===== config.mk =====
export PLATFORM = sky130hd
export DESIGN_NAME = hazard_controller
export DESIGN_NICKNAME = d
export VERILOG_FILES = /design/src/rtl/hazard_controller.sv
export SDC_FILE = /design/constraint.sdc
export NUM_CORES = 1
export LEC_CHECK = 0
export CAP_MARGIN = 20
export CORE_MARGIN = 3
export CORE_UTILIZATION = 40
export DETAILED_ROUTE_END_ITERATION = 12
export MAX_ROUTING_LAYER = met4
export PLACE_DENSITY_LB_ADDON = 0.2
export SYNTH_ARGS = -nofsm -noshare
export SYNTH_HDL_FRONTEND = slang
export SYNTH_SLANG_ARGS = --single-unit

===== constraint.sdc =====
create_clock -name clk -period 2.6 [get_ports clk]
set_input_delay 0.39 -clock clk [delete_from_list [all_inputs] [get_ports clk]]
set_output_delay 0.39 -clock clk [all_outputs]
set_load 0.02 [all_outputs]

===== src/rtl/hazard_controller.sv =====
// Pipeline hazard controller: load-use stalls, branch flushes and
// multi-cycle mul/div sequencing with timeout and stall statistics.
module hazard_controller #(
    parameter int MD_TIMEOUT = 64,
    parameter int CNT_W      = 16
) (
    input  logic             clk,
    input  logic             rst_n,
    input  logic [4:0]       rs1_if_id,
    input  logic [4:0]       rs2_if_id,
    input  logic             uses_rs2_if_id,
    input  logic [4:0]       rd_id_ex,
    input  logic             mem_read_id_ex,
    input  logic             md_op_id_ex,
    input  logic             branch_taken_ex,
    input  logic             md_done,
    input  logic             stats_clr,
    output logic             pc_write,
    output logic             if_id_write,
    output logic             id_ex_write,
    output logic             if_id_flush,
    output logic             id_ex_flush,
    output logic             ex_mem_bubble,
    output logic             md_go,
    output logic             md_timeout,
    output logic [CNT_W-1:0] stall_cycles
);

    localparam int CW = (MD_TIMEOUT > 2) ? $clog2(MD_TIMEOUT) : 1;
    localparam logic [CW-1:0] LAST = CW'(MD_TIMEOUT - 1);

    typedef enum logic {
        RUN,
        MD_BUSY
    } state_t;

    state_t           state_q, state_d;
    logic [CW-1:0]    md_cnt_q, md_cnt_d;
    logic             md_timeout_q, md_timeout_d;
    logic [CNT_W-1:0] stall_q, stall_d;
    logic             load_use;

    assign load_use = mem_read_id_ex && (rd_id_ex != 5'd0) &&
                      ((rd_id_ex == rs1_if_id) ||
                       (uses_rs2_if_id && (rd_id_ex == rs2_if_id)));

    always_comb begin
        state_d       = state_q;
        md_cnt_d      = md_cnt_q;
        md_timeout_d  = md_timeout_q;
        pc_write      = 1'b1;
        if_id_write   = 1'b1;
        id_ex_write   = 1'b1;
        if_id_flush   = 1'b0;
        id_ex_flush   = 1'b0;
        ex_mem_bubble = 1'b0;
        md_go         = 1'b0;
        unique case (state_q)
            RUN: begin
                if (branch_taken_ex) begin
                    if_id_flush = 1'b1;
                    id_ex_flush = 1'b1;
                end else if (md_op_id_ex) begin
                    md_go         = 1'b1;
                    pc_write      = 1'b0;
                    if_id_write   = 1'b0;
                    id_ex_write   = 1'b0;
                    ex_mem_bubble = 1'b1;
                    md_cnt_d      = '0;
                    state_d       = MD_BUSY;
                end else if (load_use) begin
                    pc_write    = 1'b0;
                    if_id_write = 1'b0;
                    id_ex_flush = 1'b1;
                end
            end
            MD_BUSY: begin
                if (md_done) begin
                    state_d = RUN;
                end else begin
                    pc_write      = 1'b0;
                    if_id_write   = 1'b0;
                    id_ex_write   = 1'b0;
                    ex_mem_bubble = 1'b1;
                    md_cnt_d      = md_cnt_q + 1'b1;
                    // Unit never answered: give the pipeline back.
                    if (md_cnt_q == LAST) begin
                        md_timeout_d = 1'b1;
                        state_d      = RUN;
                    end
                end
            end
            default: state_d = RUN;
        endcase
    end

    always_comb begin
        stall_d = stall_q;
        if (stats_clr) begin
            stall_d = '0;
        end else if (!pc_write && !(&stall_q)) begin
            stall_d = stall_q + 1'b1;
        end
    end

    always_ff @(posedge clk or negedge rst_n) begin
        if (!rst_n) begin
            state_q      <= RUN;
            md_cnt_q     <= '0;
            md_timeout_q <= 1'b0;
            stall_q      <= '0;
        end else begin
            state_q      <= state_d;
            md_cnt_q     <= md_cnt_d;
            md_timeout_q <= md_timeout_d;
            stall_q      <= stall_d;
        end
    end

    assign md_timeout   = md_timeout_q;
    assign stall_cycles = stall_q;

endmodule


==> impl_metrics.toml <==
[timing]
hold_ws_ns = 0.438
post-route-min-period_ns = 2.50
tightest_slew_ns = 0.357
drv_slew = 0
finalHoldViolations = 0
fin_skew_ns = 0.00145
max-slew-margin-rel = 0.760
fmax_mhz = 400
rsz0062_at_grt = "no"
period_share = 0.963
setup_tns_ns = 0
worst_slack_ns = 0.0972
setup_viol_count_final = 0

[cells_and_area]
final_design_area_no_fill_um2 = 2010
final_common_cell = "clkdlybuf4s50_1"
fill_cells = 299
post-route-util = 0.626
syn_to_final_growth_pct = 42.0
antennaDiodeCount = 0
drive_above_1_share = 0.0980
layout.nets = 231
layout.cells.non_filler = 248
multiInputGateArea_um2 = 792
regArea_um2 = 601
final_cell_mix = "42 x clkdlybuf4s50_1, 24 x xor2_1, 24 x dfrtp_1"

[die]
start_util = 0.441
dieArea_um2 = 4280
row_count = 20
core_area_um2 = 3200
ios = 47
die_w_um = 65.4
die_height_um = 65.4

[clocking]
insertion_delay_ns = 0.30
cts.reportedPaths.clkPinSlew_ns = 0.12
cts.htree.levels = 1
root_buffer = "clkbuf_4"
hold_buffers = 0
cts_tree = "built"
clock_sinks = 24
clockBufferDepth = 2
cts_buffers = 3

[power]
vdd.ir_drop.worst_v = 0.000220
p_leak_nw = 0.872
power.density_nw_per_um2 = 383
finalPower_mw = 0.768

[grt]
grtUsageTotal = 0.175
grt_first_pass_wirelength_um = 5840
grt_pass1_vias = 1305
grt_max_degree = 25
antenna_found_initial = 0
overflow = 0

[worst_setup_path]
critPathLaunchType = "input pin"
worst-endpoint-required_ns = 2.21
regToRegStartpoint = "stall_cycles[0]"
r2r_slack_ns = 0.37
crit_end = "if_id_write"
cpMaxStageDelayCell = "clkdlybuf4s50_1"
crit_chain = "clkdlybuf4s50_1, xor2_1, nor4_2, a32oi_2, o21ai_4, nand2_1, dlygate4sd2_1"
cp-startpoint = "rd_id_ex[3]"
end_kind = "primary output"
arrival_ns = 2.11
rr_worst_depth = 9
path_max_fanout = 3
path_class = "in -> out"
r2r-end = "stall_cycles[3]"
slowest_delay_ns = 0.47

[synth]
yosysWarnings = 0
synth-seq-cells = 24
syn_area_um2 = 1410
synth_cells = 152
synth.distinct_cells = 34
yosysSeqAreaShare = 0.425
postSynthAreaPerCell_um2 = 9.29
syn_nets = 177

[place]
pre_cts_ws_ns = -0.281
placedCellCount = 245
placed_cell_area_um2 = 1960
place_congestion = 0.813
place_hpwl_um = 2730
portBuffers = 46

[detailed_routing]
wl_met2_um = 1950
wl_met1_um = 1450
postRouteAntennaNets = 0
drtIter0Drc = 63
via_count = 1270
highest_layer = "met3"
dr_wl_met3_um = 112
drt-total-wl_um = 3510
routedWlPerCell_um = 14.2
drc_errors = 0
drt_pass1_iterations = 4
vias_per_cell = 5.12

[job]
cap_violations = 0

[run_status]
outcome = "finished, final reports clean"

[worst_hold_path]
min_path_type = "in -> async"
[final cells by class]
cell class,count,share of cell area
well taps,44,0.0274
inverters,2,0.00374
clock buffers,3,0.0112
flip-flops and latches,24,0.299
multi-input cells,120,0.395
repair buffers,55,0.263
[report_power, final]
part / internal (mW) / leakage (nW) / switching, mW
Combinational: 0.0962 / 0.527 / 0.104
Sequential: 0.391 / 0.331 / 0.0183
Clock: 0.0540 / 0.0138 / 0.104
Total: 0.541 / 0.872 / 0.227
[repair_timing]
| item | CTS | global route |
|---|---|---|
| resized for setup | 4 | 5 |
| endpoints found under the setup margin | 3 | 3 |
| setup buffers | 0 | 0 |
| pin swaps | 0 | 1 |
[cell families after synthesis]
group	synth area share
buffers and inverters	0.0301
adders and majority gates	0.0177
AOI/OAI and AO/OA	0.0700
xor gates and xnor gates	0.161
and+or+nand+nor	0.296
DFF	0.425
[state kept, by name, summed over array words and instances, names as in the netlist]
| name | flops |
|---|---|
| md_cnt_q | 6 |
| state_q | 1 |
| stall_cycles | 16 |
| md_timeout | 1 |
[worst min-delay path by stage]
stage / start / end / slack (ns) / cells after the start
5_1_grt: rst_n / stall_cycles[9] / 0.45 / 2
4_1_cts: rst_n / stall_cycles[9] / 0.44 / 2
3_3_place_gp: md_timeout / md_timeout / 0.44 / 1
6_report: rst_n / stall_cycles[8] / 0.44 / 2
3_5_place_dp: md_timeout / md_timeout / 0.45 / 1
2_1_floorplan: rst_n / md_cnt_q[0] / 0.09 / 0
[layer usage]
| metal | vias to the layer above | global-route usage |
|---|---|---|
| li1 | 629 | - |
| met1 | 612 | 0.220 |
| met2 | 29 | 0.303 |
| met3 | 0 | 0.0222 |
| met4 | 0 | 0.0337 |
| met5 | - | - |
[critical path, delay by kind of cell]
family / cells / cell delay [ns]
AOI/OAI and AO/OA: 2 / 0.34
xor gates and xnor gates: 1 / 0.19
buffers and inverters: 2 / 0.80
and+or+nand+nor: 2 / 0.40
[Yosys cell counts]
library cell / count / area (um^2)
buf_4: 1 / 7.51
a21o_1: 2 / 15.0
clkbuf_1: 3 / 11.3
nand2_1: 15 / 56.3
nor2_1: 22 / 82.6
buf_2: 1 / 5.00
nand4_1: 9 / 56.3
inv_1: 2 / 7.51
a32oi_1: 1 / 8.76
xor2_1: 24 / 210
o21ai_4: 1 / 16.3
nor3_1: 2 / 10.0
dfrtp_1: 24 / 601
nand3_4: 1 / 17.5
or4_1: 5 / 37.5
nand3_1: 6 / 30.0
a21oi_2: 1 / 8.76
o21bai_1: 1 / 7.51
and4_4: 1 / 11.3
o31ai_1: 1 / 7.51
nor2b_1: 4 / 25.0
nand4b_1: 1 / 8.76
nor4_1: 1 / 6.26
o21ai_1: 1 / 5.00
ha_1: 2 / 25.0
a21oi_1: 2 / 10.0
nor4_2: 1 / 12.5
buf_6: 1 / 11.3
xnor2_1: 2 / 17.5
o21ai_0: 4 / 20.0
and3_1: 5 / 31.3
and2_1: 3 / 18.8
nand2b_1: 1 / 6.26
nor3b_1: 1 / 7.51
Note: power is estimated with default switching activity, not from simulation.
